<file path="src/rtl/pipe_stage_bank.sv">
// DEPTH-deep bank of pipeline registers carrying data, control, instruction and valid,
// with flush-to-NOP, sticky halt capture and a saturating bubble counter.
module pipe_stage_bank #(
  parameter int                 DATA_W    = 48,
  parameter int                 CTRL_W    = 8,
  parameter int                 INSTR_W   = 16,
  parameter logic [INSTR_W-1:0] NOP_INSTR = 16'h0800,
  parameter int                 DEPTH     = 1,
  parameter int                 HALT_BIT  = 7,
  parameter int                 CNT_W     = 16
) (
  input  logic               clk,
  input  logic               rst,
  input  logic               en,
  input  logic               flush,
  input  logic               valid_in,
  input  logic [DATA_W-1:0]  data_in,
  input  logic [CTRL_W-1:0]  ctrl_in,
  input  logic [INSTR_W-1:0] instr_in,
  output logic               valid_out,
  output logic [DATA_W-1:0]  data_out,
  output logic [CTRL_W-1:0]  ctrl_out,
  output logic [INSTR_W-1:0] instr_out,
  output logic               halted,
  output logic [CNT_W-1:0]   bubble_cnt
);

  localparam int LAST = DEPTH - 1;

  if (DEPTH < 1 || DEPTH > 4) begin : g_depth_chk
    $error("pipe_stage_bank: DEPTH must be in 1..4");
  end
  if (HALT_BIT < 0 || HALT_BIT >= CTRL_W) begin : g_halt_chk
    $error("pipe_stage_bank: HALT_BIT must index into the control bundle");
  end

  logic [DEPTH-1:0]   valid_q;
  logic [DATA_W-1:0]  data_q  [DEPTH];
  logic [CTRL_W-1:0]  ctrl_q  [DEPTH];
  logic [INSTR_W-1:0] instr_q [DEPTH];
  logic               halted_q;
  logic [CNT_W-1:0]   bubble_q;

  always_ff @(posedge clk) begin
    if (rst) begin
      for (int k = 0; k < DEPTH; k++) begin
        valid_q[k] <= 1'b0;
        data_q[k]  <= '0;
        ctrl_q[k]  <= '0;
        instr_q[k] <= NOP_INSTR;
      end
      halted_q <= 1'b0;
      bubble_q <= '0;
    end else if (!halted_q) begin
      if (flush) begin
        for (int k = 0; k < DEPTH; k++) begin
          valid_q[k] <= 1'b0;
          data_q[k]  <= '0;
          ctrl_q[k]  <= '0;
          instr_q[k] <= NOP_INSTR;
        end
      end else if (en) begin
        // Bubbles keep their data but never carry control or a real opcode.
        valid_q[0] <= valid_in;
        data_q[0]  <= data_in;
        ctrl_q[0]  <= valid_in ? ctrl_in : '0;
        instr_q[0] <= valid_in ? instr_in : NOP_INSTR;
        for (int k = 1; k < DEPTH; k++) begin
          valid_q[k] <= valid_q[k-1];
          data_q[k]  <= data_q[k-1];
          ctrl_q[k]  <= ctrl_q[k-1];
          instr_q[k] <= instr_q[k-1];
        end
        if (valid_q[LAST] && ctrl_q[LAST][HALT_BIT]) halted_q <= 1'b1;
        if (!valid_q[LAST] && bubble_q != '1) bubble_q <= bubble_q + CNT_W'(1);
      end
    end
  end

  assign valid_out  = valid_q[LAST];
  assign data_out   = data_q[LAST];
  assign ctrl_out   = valid_q[LAST] ? ctrl_q[LAST] : '0;
  assign instr_out  = rst ? NOP_INSTR : instr_q[LAST];
  assign halted     = halted_q;
  assign bubble_cnt = bubble_q;

endmodule

</file>
<file path="config.mk">
export PLATFORM = sky130hd
export DESIGN_NAME = pipe_stage_bank
export DESIGN_NICKNAME = d
export VERILOG_FILES = /design/src/rtl/pipe_stage_bank.sv
export SDC_FILE = /design/constraint.sdc
export NUM_CORES = 1
export LEC_CHECK = 0
export BUFFER_PORTS_ARGS = -buffer_cell sky130_fd_sc_hd__buf_2
export CAP_MARGIN = 0
export CORE_MARGIN = 1
export CORE_UTILIZATION = 40
export DETAILED_ROUTE_END_ITERATION = 7
export MAX_ROUTING_LAYER = met4
export PLACE_DENSITY = 0.67
export SETUP_SLACK_MARGIN = 0.3
export SYNTH_ARGS = -nofsm -noshare
export SYNTH_HDL_FRONTEND = slang
export SYNTH_SLANG_ARGS = --single-unit
</file>
<file path="constraint.sdc">
create_clock -name clk -period 13.15 [get_ports clk]
set_input_delay 1.315 -clock clk [delete_from_list [all_inputs] [get_ports clk]]
set_output_delay 1.315 -clock clk [all_outputs]
set_load 0.01 [all_outputs]
</file>
==> impl_metrics.json, run 1 <==
{
  "r2r_slack_ns": 11.14,
  "worstSetupPathType": "input pin to primary output",
  "num_rows": 35,
  "wl_mm": 8.27,
  "placedCellCount": 555,
  "setup_viol": 0,
  "holdPathEnd": "bubble_cnt[15]",
  "grt_max_degree": 74,
  "period_needed_ns": 3.45,
  "path_clk_slew_ns": 0.09,
  "hold_depth": 2,
  "cts_root_buffer": "clkbuf_8",
  "layout_commonest_cell": "buf_2",
  "cp_cell_sequence": "buf_2 > or2_2 > buf_2",
  "worstHoldPathType": "flip-flop to flip-flop",
  "grt_pass1_vias": 2721,
  "clock-sinks": 90,
  "fin_skew_ns": 0.0106,
  "fin_area_um2": 4950,
  "grt_first_pass_wirelength_mm": 13.0,
  "period_share": 0.262,
  "cts_tree": "built",
  "r2r-start": "valid_out",
  "synth_area_um2": 3780,
  "synth_top_area_frac": 0.572,
  "cpPeakStageDelay_ns": 0.49,
  "path_buf_inv": 2,
  "layout.cells.non_filler": 571,
  "synthCells": 290,
  "fin_hold_ws_ns": 0.505,
  "synthesis.nets": 368,
  "max_freq_ghz": 0.290,
  "fin_util": 0.538,
  "p_leak_nw": 2.37,
  "reg2reg_depth": 4,
  "required_ns": 11.84,
  "drc": 0,
  "yosysSeqAreaShare": 0.668,
  "gp_congestion": 0.805,
  "h-tree-depth": 3,
  "grt_overflow": 0,
  "setup_tns_ns": 0,
  "worstMarginPinSlew_ns": 0.920,
  "post_drt_via_cell_ratio": 4.90,
  "yosys-top-cells-area": "edfxtp_1 57%, dfxtp_1 9.5%, and2_1 8.1%",
  "cts_hold_buf": 0,
  "fp.dieW_um": 99.2,
  "hold_violations": 0,
  "drive_gt1_frac": 0.444,
  "end_kind": "primary output",
  "first_pass_iters": 4,
  "crit_family": "buffers and inverters",
  "power.density_nw_per_um2": 115,
  "ys_types": 38,
  "antenna_found_initial": 1,
  "power.total_mw": 0.570,
  "core_area_um2": 9200,
  "cts_inserted_buffers": 9,
  "vias": 2796,
  "cts_setup_buffers": 0,
  "vdd_drop_max_mv": 0.0706,
  "cts_buffer_depth": 2,
  "r2r-end": "bubble_cnt[10]",
  "setup_slack_ns": 9.70,
  "dieArea_um2": 9840,
  "slowest_stage": "buf_2",
  "crit_path_frequent_cell": "buf_2",
  "die_h_um": 99.2,
  "pre_cts_ws_ns": 9.67,
  "cp.arrival_ns": 2.13,
  "io_buffer_count": 166,
  "clock_latency_ns": 0.35,
  "grt_usage": 0.178,
  "cts_resized": 0,
  "dpl-instance-area_um2": 4730,
  "slew_viol_final": 0,
  "hpwl_mm": 5.88,
  "rsz0062_at_grt": "false",
  "yosys_warnings": 0,
  "cp_max_fo": 35,
  "wire_per_inst_um": 14.5,
  "drv_cap": 0,
  "drtIter0Drc": 99,
  "min_from": "bubble_cnt[15]",
  "layout_common_cells": "166 x buf_2, 72 x edfxtp_1, 49 x and2_1",
  "synth_seq_cells": 90,
  "critPathLaunchType": "input pin",
  "maxSlewHeadroom": 0.386,
  "initial_utilization": 0.411,
  "pin_count": 167,
  "fin_nets": 533,
  "yosysTopAreaCell": "edfxtp_1",
  "antenna_left": 0,
  "area_delta_synth_final_pct": 30.9,
  "avgSynthCellArea_um2": 13.0,
  "status": "finished, final reports clean"
}
-- per-layer routing --
metal | global-route usage | wire, µm | part of all wire | up-vias
li1 | - | - | - | 1386
met1 | 0.214 | 3540 | 0.43 | 1281
met2 | 0.290 | 3970 | 0.48 | 123
met3 | 0.0583 | 679 | 0.082 | 6
met4 | 0.0475 | 75 | 0.0091 | 0
met5 | - | 0 | 0 | -
-- cells by family after synthesis --
| logic type | after synthesis | share of synthesized area |
|---|---|---|
| adder cells (fa/ha/maj) | 1 | 0.00331 |
| flip-flops | 90 | 0.668 |
| AND/OR/NAND/NOR | 149 | 0.250 |
| buffers and inverters | 18 | 0.0179 |
| multiplexers | 4 | 0.0116 |
| AO/OA/AOI/OAI | 28 | 0.0494 |
-- worst register-to-register path: cells and delay by family (launching register included) --
family | cells | cell delay (ns)
and+or+nand+nor | 3 | 1.35
DFF | 1 | 0.43
AOI/OAI and AO/OA | 1 | 0.16
-- cell type report --
cell class              count  area [µm²]
clock inverters             6        90.1
multi-input cells         182        1210
clock buffers               9         124
inverters                   4        15.0
fillers                   824        4250
well taps                 111         139
flip-flops and latches     90        2520
repair buffers            168         846
diodes                      1        2.50
-- sequential cells by signal, summed over array words and instances (netlist names) --
register,count
data_q,48
halted,1
instr_q,16
valid_out,1
bubble_cnt,16
ctrl_q,8
-- power by group --
| part | switching (mW) | internal, mW | leakage [nW] | total [mW] |
|---|---|---|---|---|
| Sequential | 0.00381 | 0.319 | 0.977 | 0.323 |
| Clock | 0.0972 | 0.107 | 0.106 | 0.204 |
| Combinational | 0.0229 | 0.0201 | 1.29 | 0.0430 |
-- worst max path at each step --
stage,start,to,slack [ns],depth (start not counted)
2_1_floorplan,flush,ctrl_q[0][0],6.11,2
3_3_place_gp,rst,instr_out[11],9.70,3
3_5_place_dp,rst,instr_out[11],9.67,3
4_1_cts,rst,instr_out[11],9.69,3
5_1_grt,rst,instr_out[11],9.62,3
6_report,rst,instr_out[11],9.70,3
-- cells in the mapped netlist --
| library cell | count |
|---|---|
| nor4b_2 | 1 |
| or3_1 | 3 |
| and2_2 | 8 |
| nor2b_1 | 18 |
| o31ai_1 | 4 |
| nand4_1 | 5 |
| nor4b_4 | 1 |
| nor3_1 | 3 |
| nor2_1 | 7 |
| or4_1 | 4 |
| mux2i_1 | 1 |
| o21ai_0 | 5 |
| nand4_2 | 2 |
| clkbuf_1 | 14 |
| and3_1 | 24 |
| o31a_2 | 1 |
| nand3_1 | 5 |
| mux2_2 | 2 |
| o41ai_1 | 2 |
| a311oi_1 | 1 |
| edfxtp_1 | 72 |
| o21a_1 | 2 |
| nor4_1 | 2 |
| o311ai_0 | 2 |
| nor4_2 | 1 |
| nand2_1 | 10 |
| or2_2 | 3 |
| or2_0 | 1 |
| nor2b_2 | 1 |
| a21oi_1 | 7 |
| ha_1 | 1 |
| dfxtp_1 | 18 |
| inv_1 | 4 |
| and2_1 | 49 |
| mux2_1 | 1 |
| o31a_1 | 1 |
| a31oi_1 | 3 |
| and4_1 | 1 |
No activity file was read; power rests on OpenSTA's default activity.
==> run 2, diff against run 1 <==
==> constraint.sdc (replaced) <==
create_clock -name clk -period 3.55 [get_ports clk]
set_input_delay 0.355 -clock clk [delete_from_list [all_inputs] [get_ports clk]]
set_output_delay 0.355 -clock clk [all_outputs]
set_load 0.01 [all_outputs]
==> run 2 against run 1 <==
- sequential share of layout area grew 0.13 points
- clock skew shrank 0.0038 ns
- combinational power grew to 3.7 times the previous value
- die area is the same
- largest power group unchanged
- non-clock buffer count is the same
- critical path depth grew 1
- cell count shrank 0.18%
- first-iteration DRC count shrank 17%
- design area shrank 0.25%
- global-route usage grew 0.050 points
- clock-buffer cell count is the same
==> impl_metrics.json, run 2 (same netlist as run 1, synthesis figures left out) <==
{
  "grt_usage": 0.178,
  "seqPwrFrac": 0.584,
  "wire_per_inst_um": 14.7,
  "h-tree-depth": 3,
  "fin_area_um2": 4930,
  "met2_length_mm": 3.92,
  "worstSetupPathType": "flip-flop to flip-flop",
  "p_int_mw": 1.58,
  "vias": 2836,
  "worstHoldPathType": "input pin to flip-flop",
  "cp_max_fo": 11,
  "antenna_left": 0,
  "drc": 0,
  "grt_overflow": 0,
  "largest_reg_flops": 48,
  "layout_common_cells": "166 x buf_2, 72 x edfxtp_1, 49 x and2_1",
  "clkPwrFrac": 0.337,
  "post_drt_via_cell_ratio": 4.98,
  "n_fill_cell": 816,
  "dpl-instance-area_um2": 4740,
  "slew_viol_final": 0,
  "cts_resized": 0,
  "antenna_found_initial": 0,
  "drv_cap": 0,
  "cts_inserted_buffers": 9,
  "fin_skew_ns": 0.00683,
  "end_kind": "flip-flop",
  "pin_count": 167,
  "hpwl_mm": 5.79,
  "setup_tns_ns": 0,
  "grt_first_pass_wirelength_mm": 12.9,
  "cts_buffer_depth": 2,
  "maxSlewHeadroom": 0.274,
  "slowest_stage": "nor4b_4",
  "grt_max_degree": 73,
  "layout.cells.non_filler": 570,
  "period_share": 0.578,
  "wl_met1_mm": 3.71,
  "drive_gt1_frac": 0.444,
  "setup_viol": 0,
  "cts_hold_buf": 0,
  "fp.dieW_um": 99.2,
  "status": "finished, final reports clean",
  "layout_commonest_cell": "buf_2",
  "power_frac_comb": 0.079,
  "power.total_mw": 2.04,
  "cp.arrival_ns": 2.32,
  "critPathLaunchType": "flip-flop",
  "die_h_um": 99.2,
  "hold_violations": 0,
  "clock_latency_ns": 0.35,
  "drtIter0Drc": 82,
  "cts_setup_buffers": 0,
  "wl_mm": 8.37,
  "cpPeakStageDelay_ns": 0.54,
  "fin_hold_ws_ns": 0.270,
  "fin_util": 0.536,
  "pre_cts_ws_ns": 1.20,
  "largest_register": "data_q",
  "cp_cell_sequence": "nor4b_4 > nand4_2 > or4_1 > a21oi_1",
  "cts_tree": "built",
  "rsz0062_at_grt": "false",
  "initial_utilization": 0.411,
  "core_area_um2": 9200,
  "power.density_nw_per_um2": 414,
  "grt_pass1_vias": 2651,
  "gp_congestion": 0.838,
  "p_sw_mw": 0.463,
  "period_needed_ns": 2.05,
  "clock-sinks": 90,
  "path_clk_slew_ns": 0.09,
  "placedCellCount": 555,
  "vdd_drop_max_mv": 0.277,
  "antenna_cells": 0,
  "required_ns": 3.82,
  "worstMarginPinSlew_ns": 1.09,
  "dieArea_um2": 9840,
  "setup_slack_ns": 1.50,
  "cts_root_buffer": "clkbuf_8",
  "first_pass_iters": 6,
  "path_buf_inv": 0,
  "route.met3.wl_um": 656,
  "crit_family": "simple AND/OR/NAND/NOR gates",
  "fin_nets": 533,
  "area_delta_synth_final_pct": 30.6,
  "routed.top_layer": "met4",
  "max_freq_ghz": 0.487,
  "switching_share": 0.227,
  "p_leak_nw": 2.36,
  "num_rows": 35,
  "io_buffer_count": 166
}
run 2: changes by cell type in the layout (fill, tap and decap cells not counted):
cell / delta
buf_12: +1
buf_4: -1
bufinv_16: -1
clkinv_4: +1
clkinvlp_4: +1
diode_2: -1
inv_6: -1
run 2: cell type report:
cell class              count  area [µm²]  share of cell area
flip-flops and latches     90        2520               0.511
multi-input cells         182        1210               0.245
well taps                 111         139              0.0282
clock inverters             6        67.6              0.0137
repair buffers            168         858               0.174
clock buffers               9         124              0.0251
inverters                   4        15.0             0.00304
run 2: worst paths after layout:
kind / cells past startpoint / slack, ns / endpoint / startpoint
setup / recovery: 4 / 1.50 / bubble_cnt[11] / valid_out
hold / removal: 2 / 0.27 / instr_q[0][11] / instr_in[11]
setup reg to reg: 4 / 1.50 / bubble_cnt[11] / valid_out
hold reg to reg: 2 / 0.51 / bubble_cnt[15] / bubble_cnt[15]
run 2: power by group through the flow:
| stage | logic, mW | clock network, mW | registers [mW] |
|---|---|---|---|
| 6_report | 0.161 | 0.689 | 1.19 |
| 5_1_grt | 0.176 | 0.753 | 1.20 |
| 4_1_cts | 0.164 | 0.715 | 1.20 |
| 3_5_place_dp | 0.163 | 0 | 1.22 |
| 3_3_place_gp | 0.161 | 0 | 1.22 |
| 2_1_floorplan | 0.0521 | 0 | 1.24 |
run 2: per-layer routing:
| layer | vias up | GRT usage |
|---|---|---|
| met1 | 1332 | 0.224 |
| met2 | 115 | 0.274 |
| met5 | - | - |
| met4 | 0 | 0.0520 |
| met3 | 6 | 0.0632 |
| li1 | 1383 | - |
